===== config.mk =====
export PLATFORM = sky130hd
export DESIGN_NAME = multicycle_control
export DESIGN_NICKNAME = d
export VERILOG_FILES = /design/src/rtl/multicycle_control.sv
export SDC_FILE = /design/constraint.sdc
export NUM_CORES = 1
export LEC_CHECK = 0
export BUFFER_PORTS_ARGS = -buffer_cell sky130_fd_sc_hd__buf_4
export CAP_MARGIN = 20
export CORE_MARGIN = 3
export CORE_UTILIZATION = 51
export CTS_BUF_LIST = sky130_fd_sc_hd__clkbuf_8
export DETAILED_ROUTE_END_ITERATION = 7
export GPL_ROUTABILITY_DRIVEN = 1
export MAX_ROUTING_LAYER = met4
export PLACE_DENSITY = 0.78
export SLEW_MARGIN = 0
export SYNTH_ARGS = -nofsm -noshare
export SYNTH_HDL_FRONTEND = slang
export SYNTH_SLANG_ARGS = --single-unit

===== constraint.sdc =====
create_clock -name clk -period 2.1 [get_ports clk]
set_input_delay 0.315 -clock clk [delete_from_list [all_inputs] [get_ports clk]]
set_output_delay 0.315 -clock clk [all_outputs]
set_load 0.05 [all_outputs]

===== src/rtl/multicycle_control.sv =====
// Multicycle MIPS control sequencer: a registered state walks each instruction
// through 3-5 steps and decodes the datapath selects/enables from it.
module multicycle_control #(
  parameter int CNT_W = 32
) (
  input  logic             clk,
  input  logic             rst,
  input  logic [5:0]       opcode,
  input  logic             mem_ready,
  output logic             PCWrite,
  output logic             PCWriteCond,
  output logic             BranchNE,
  output logic             IorD,
  output logic             MemRead,
  output logic             MemWrite,
  output logic             IRWrite,
  output logic             MemtoReg,
  output logic             RegDst,
  output logic             RegWrite,
  output logic             ALUSrcA,
  output logic [1:0]       ALUSrcB,
  output logic [1:0]       ALUOp,
  output logic [3:0]       ALUOpFinal,
  output logic             Inm,
  output logic [1:0]       PCSource,
  output logic [3:0]       state,
  output logic             illegal_op,
  output logic [CNT_W-1:0] instr_count
);

  localparam logic [3:0] S_FETCH   = 4'd0;
  localparam logic [3:0] S_DECODE  = 4'd1;
  localparam logic [3:0] S_MEMADDR = 4'd2;
  localparam logic [3:0] S_MEMRD   = 4'd3;
  localparam logic [3:0] S_MEMWB   = 4'd4;
  localparam logic [3:0] S_MEMWR   = 4'd5;
  localparam logic [3:0] S_REXEC   = 4'd6;
  localparam logic [3:0] S_RWB     = 4'd7;
  localparam logic [3:0] S_BRANCH  = 4'd8;
  localparam logic [3:0] S_JUMP    = 4'd9;
  localparam logic [3:0] S_IEXEC   = 4'd10;
  localparam logic [3:0] S_IWB     = 4'd11;

  localparam logic [5:0] OP_RTYPE = 6'b000000;
  localparam logic [5:0] OP_LW    = 6'b100011;
  localparam logic [5:0] OP_SW    = 6'b101011;
  localparam logic [5:0] OP_BEQ   = 6'b000100;
  localparam logic [5:0] OP_BNE   = 6'b000101;
  localparam logic [5:0] OP_J     = 6'b000010;
  localparam logic [5:0] OP_ADDI  = 6'b001000;
  localparam logic [5:0] OP_ANDI  = 6'b001100;
  localparam logic [5:0] OP_ORI   = 6'b001101;
  localparam logic [5:0] OP_SLTI  = 6'b001010;

  logic [3:0] state_nxt;
  logic [5:0] op_q;
  logic       retire;
  logic       decode_bad;

  function automatic logic [3:0] imm_alu_op(input logic [5:0] op);
    case (op)
      OP_ADDI: imm_alu_op = 4'b0010;
      OP_ANDI: imm_alu_op = 4'b0000;
      OP_ORI:  imm_alu_op = 4'b0001;
      OP_SLTI: imm_alu_op = 4'b0111;
      default: imm_alu_op = 4'b0000;
    endcase
  endfunction

  always_ff @(posedge clk) begin
    if (rst) begin
      state       <= S_FETCH;
      op_q        <= '0;
      instr_count <= '0;
      illegal_op  <= 1'b0;
    end else begin
      state      <= state_nxt;
      illegal_op <= decode_bad;
      if (state == S_DECODE) op_q <= opcode;
      if (retire) instr_count <= instr_count + CNT_W'(1);
    end
  end

  // DECODE branches on the live opcode because op_q only loads at its end
  always_comb begin
    state_nxt  = state;
    retire     = 1'b0;
    decode_bad = 1'b0;
    case (state)
      S_FETCH:   if (mem_ready) state_nxt = S_DECODE;
      S_DECODE: begin
        case (opcode)
          OP_LW, OP_SW:                      state_nxt = S_MEMADDR;
          OP_RTYPE:                          state_nxt = S_REXEC;
          OP_BEQ, OP_BNE:                    state_nxt = S_BRANCH;
          OP_J:                              state_nxt = S_JUMP;
          OP_ADDI, OP_ANDI, OP_ORI, OP_SLTI: state_nxt = S_IEXEC;
          default: begin
            state_nxt  = S_FETCH;
            decode_bad = 1'b1;
          end
        endcase
      end
      S_MEMADDR: state_nxt = (op_q == OP_LW) ? S_MEMRD : S_MEMWR;
      S_MEMRD:   if (mem_ready) state_nxt = S_MEMWB;
      S_MEMWR: begin
        if (mem_ready) begin
          state_nxt = S_FETCH;
          retire    = 1'b1;
        end
      end
      S_REXEC:   state_nxt = S_RWB;
      S_IEXEC:   state_nxt = S_IWB;
      S_MEMWB, S_RWB, S_BRANCH, S_JUMP, S_IWB: begin
        state_nxt = S_FETCH;
        retire    = 1'b1;
      end
      default:   state_nxt = S_FETCH;
    endcase
  end

  always_comb begin
    PCWrite     = 1'b0;
    PCWriteCond = 1'b0;
    BranchNE    = 1'b0;
    IorD        = 1'b0;
    MemRead     = 1'b0;
    MemWrite    = 1'b0;
    IRWrite     = 1'b0;
    MemtoReg    = 1'b0;
    RegDst      = 1'b0;
    RegWrite    = 1'b0;
    ALUSrcA     = 1'b0;
    ALUSrcB     = 2'b00;
    ALUOp       = 2'b00;
    ALUOpFinal  = 4'b0000;
    Inm         = 1'b0;
    PCSource    = 2'b00;
    case (state)
      S_FETCH: begin
        MemRead = 1'b1;
        ALUSrcB = 2'b01;
        IRWrite = mem_ready;
        PCWrite = mem_ready;
      end
      S_DECODE:  ALUSrcB = 2'b11;
      S_MEMADDR: begin
        ALUSrcA = 1'b1;
        ALUSrcB = 2'b10;
      end
      S_MEMRD: begin
        MemRead = 1'b1;
        IorD    = 1'b1;
      end
      S_MEMWB: begin
        RegWrite = 1'b1;
        MemtoReg = 1'b1;
      end
      S_MEMWR: begin
        MemWrite = 1'b1;
        IorD     = 1'b1;
      end
      S_REXEC: begin
        ALUSrcA = 1'b1;
        ALUOp   = 2'b10;
      end
      S_RWB: begin
        RegWrite = 1'b1;
        RegDst   = 1'b1;
      end
      S_BRANCH: begin
        ALUSrcA     = 1'b1;
        ALUOp       = 2'b01;
        PCWriteCond = 1'b1;
        PCSource    = 2'b01;
        BranchNE    = (op_q == OP_BNE);
      end
      S_JUMP: begin
        PCWrite  = 1'b1;
        PCSource = 2'b10;
      end
      S_IEXEC: begin
        ALUSrcA    = 1'b1;
        ALUSrcB    = 2'b10;
        ALUOp      = 2'b11;
        Inm        = 1'b1;
        ALUOpFinal = imm_alu_op(op_q);
      end
      S_IWB: begin
        RegWrite   = 1'b1;
        Inm        = 1'b1;
        ALUOpFinal = imm_alu_op(op_q);
      end
      default: ;
    endcase
    // Architectural writes are blocked while reset is held, even mid-instruction
    if (rst) begin
      PCWrite     = 1'b0;
      PCWriteCond = 1'b0;
      IRWrite     = 1'b0;
      MemWrite    = 1'b0;
      RegWrite    = 1'b0;
    end
  end

endmodule


==> key figures <==
Logic synthesis
  – Fraction of registers with async set/reset: 0
  – Main synth FF type: dfxtp_1
  – Synth cell types: 50
  – Syn nets: 335
  – EDFF count, synth: 0
  – Synth warn: 0
  – Cell count after synthesis: 325
  – Sequential area share after synthesis: 0.3320
  – Netlist Area Pre-Place: 2592 sq um
  – Avg Inst Size Synth: 7.977 sq um
  – Synthesized flop and latch total: 43

CTS
  – CTS Buf Count: 5
  – Clock Path Buffers: 2
  – Setup bufs post-CTS: 0
  – CTS tree: done
  – Clk Latency, worst-skew pair: 0.30 ns
  – Clock-pin slew on the worst setup and hold paths: 0.10 ns
  – Clock root cell: clkbuf_8
  – CTS sink count: 43
  – H-tree depth: 2

Timing
  – Actual slew at the worst max-slew pin: 0.5883 ns
  – Fin. max-slew vios: 0
  – RSZ-0062 raised after global routing: false
  – Peak Freq: 494.8 MHz
  – Final setup fails: 0
  – Worst setup margin: 0.07896 ns
  – Minimum clock period: 2.021 ns
  – Final hold slack: 0.2856 ns
  – Hold Fails Final Rpt: 0
  – Final Cycle Share: 0.9624
  – Slew Limit Headroom: 0.6078
  – Max Clock Skew: 0.01124 ns

Floorplan
  – Die height: 77.30 um
  – Core ar.: 4817 sq um
  – Die W: 77.30 um
  – Die area: 5975 sq um
  – IO Count: 68
  – FP Rows: 25
  – Initial Util: 0.5382

Hold path
  – Worst hold-check path type: input port to register
  – Hold path startpoint: opcode[0]

Layout
  – Layout area overhead: 31.32%
  – Diode count: 0
  – Nets@finish: 394
  – Final Cell Area: 3405 sq um
  – Leading cell type in the layout, fill and taps excluded: buf_4
  – Commonest non-fill, non-tap cells in the layout: buf_4 (75), a21oi_1 (32), nor2_1 (29), nand2_1 (28), dfxtp_1 (28)
  – Final core occ: 0.7068
  – Layout cells sized above 1: 0.3610

Placed design
  – DP Area: 3277 sq um
  – Routability Congestion: 0.9200
  – Dpl ws: 0.1341 ns
  – DP HPWL: 4.515 mm
  – # port buffers: 66

Worst setup path
  – WS Path Type: register to output pin
  – CP arrival: 1.71 ns
  – Critical Path End Type: output pin
  – Critical Path Fanout Max: 18
  – Crit start category: register
  – Origin of the critical flop-to-flop path: instr_count[4]$_SDFFE_PP0P_
  – Req. time, crit path: 1.78 ns
  – Worst setup path startpoint: state[3]$_SDFFE_PP0P_

Power
  – Maximum VDD drop: 0.5559 mV
  – Power per cell area: 458.0 nW/um^2
  – Pleak: 1.340 nW

Status
  – Status: complete, no violations

Global routing
  – Initial antenna violation count: 0
  – Met2 Use GR: 0.3515
  – GRT Util Overall: 0.2180
  – Vias in the first global route: 2,354
  – Top Usage Layer GRT: met2
  – Met1 Resource Use GR: 0.2856
  – GR Overflow Total: 0
  – First-pass GRT wire length: 10.75 mm
  – Pin count of the biggest net entering global routing: 56
  – Met3 usage: 0.03991

Route
  – Initial drt markers: 271
  – Vias: 2,599
  – Final wirelength: 6.330 mm
  – Router iterations before antenna repair: 5
  – Antenna Nets Post-Route: 0
  – DR DRC count: 0
  – Wire per inst: 14.00 um
  – Vias per cell: 5.750

Flow run
  – Max cap viols: 0
flip-flops by register name, summed over array words and instances, names as in the netlist:
name         flops
instr_count     32
illegal_op       1
state            4
op_q             6
kinds of logic (layout without fill, tap and decap cells):
| kind of cell | after synthesis | after routing | synth area share |
|---|---|---|---|
| AOI/OAI and AO/OA | 60 | 60 | 0.1424 |
| muxes | 17 | 17 | 0.07288 |
| buffers and inverters | 34 | 94 | 0.06419 |
| adders and majority gates | 1 | 1 | 0.004825 |
| other | 1 | 1 | 0.001446 |
| xor gates and xnor gates | 2 | 2 | 0.006758 |
| DFF | 43 | 43 | 0.3320 |
| and+or+nand+nor | 167 | 167 | 0.3755 |
stage by stage:
step | TNS, ns | total power, W | instances
final | 0 | 0.001559 | 452
after detailed placement | 0 | 0.001027 | 444
after global routing | 0 | 0.001641 | 452
after CTS | 0 | 0.001572 | 452
after floorplan | -0.6904 | 0.0009757 | 325
after global placement | 0 | 0.001023 | 444
layer usage:
metal | wire, um | vias to the layer above
li1 | - | 1306
met3 | 420 | 4
met1 | 2861 | 1199
met2 | 3024 | 90
met4 | 23 | 0
met5 | 0 | -
critical path, stage by stage (launching register included):
cell     delay (ns)
dfxtp_4        0.41
or2_2          0.35
or3_1          0.33
nor3_2         0.11
buf_4          0.22
timing repair:
action                     CTS  global route
hold buffers                 0             0
resized for setup            1             6
setup endpoints to repair    1             7
pin swaps                    0             0
power breakdown:
| group | internal, W | switching [W] | total, W |
|---|---|---|---|
| Sequential | 0.000822 | 0.0000115 | 0.000834 |
| Combinational | 0.0000576 | 0.000121 | 0.000179 |
| Clock | 0.000238 | 0.000308 | 0.000546 |
area by class of cell:
type | instances | area, sq um
clock buffer | 5 | 68.82
multi-input combinational | 248 | 1702
clock inverter | 3 | 23.77
tap | 67 | 83.83
sequential | 43 | 882.1
inverter | 8 | 30.03
fill | 406 | 1413
timing repair buffer | 78 | 614.3
worst paths after layout:
path / endpoint / slack [ns] / depth (start not counted)
max: IRWrite / 0.08 / 4
min: op_q[0]$_SDFFE_PP0P_ / 0.29 / 3
max reg2reg: instr_count[23]$_SDFFE_PP0P_ / 0.10 / 5
min reg2reg: op_q[5]$_SDFFE_PP0P_ / 0.48 / 2
cells in the mapped netlist, types with 8 or more instances:
library cell / number / area share
a21oi_1: 32 / 0.062
clkbuf_1: 13 / 0.019
dfxtp_1: 43 / 0.33
inv_1: 8 / 0.012
mux2_2: 11 / 0.048
nand2_1: 28 / 0.041
nand2b_1: 8 / 0.019
nand3_1: 10 / 0.019
nor2_1: 32 / 0.046
nor2b_1: 17 / 0.041
nor3_1: 13 / 0.025
nor4_1: 12 / 0.029
o31ai_1: 12 / 0.035
or4_1: 11 / 0.032
Note: power is estimated with default switching activity, not from simulation.
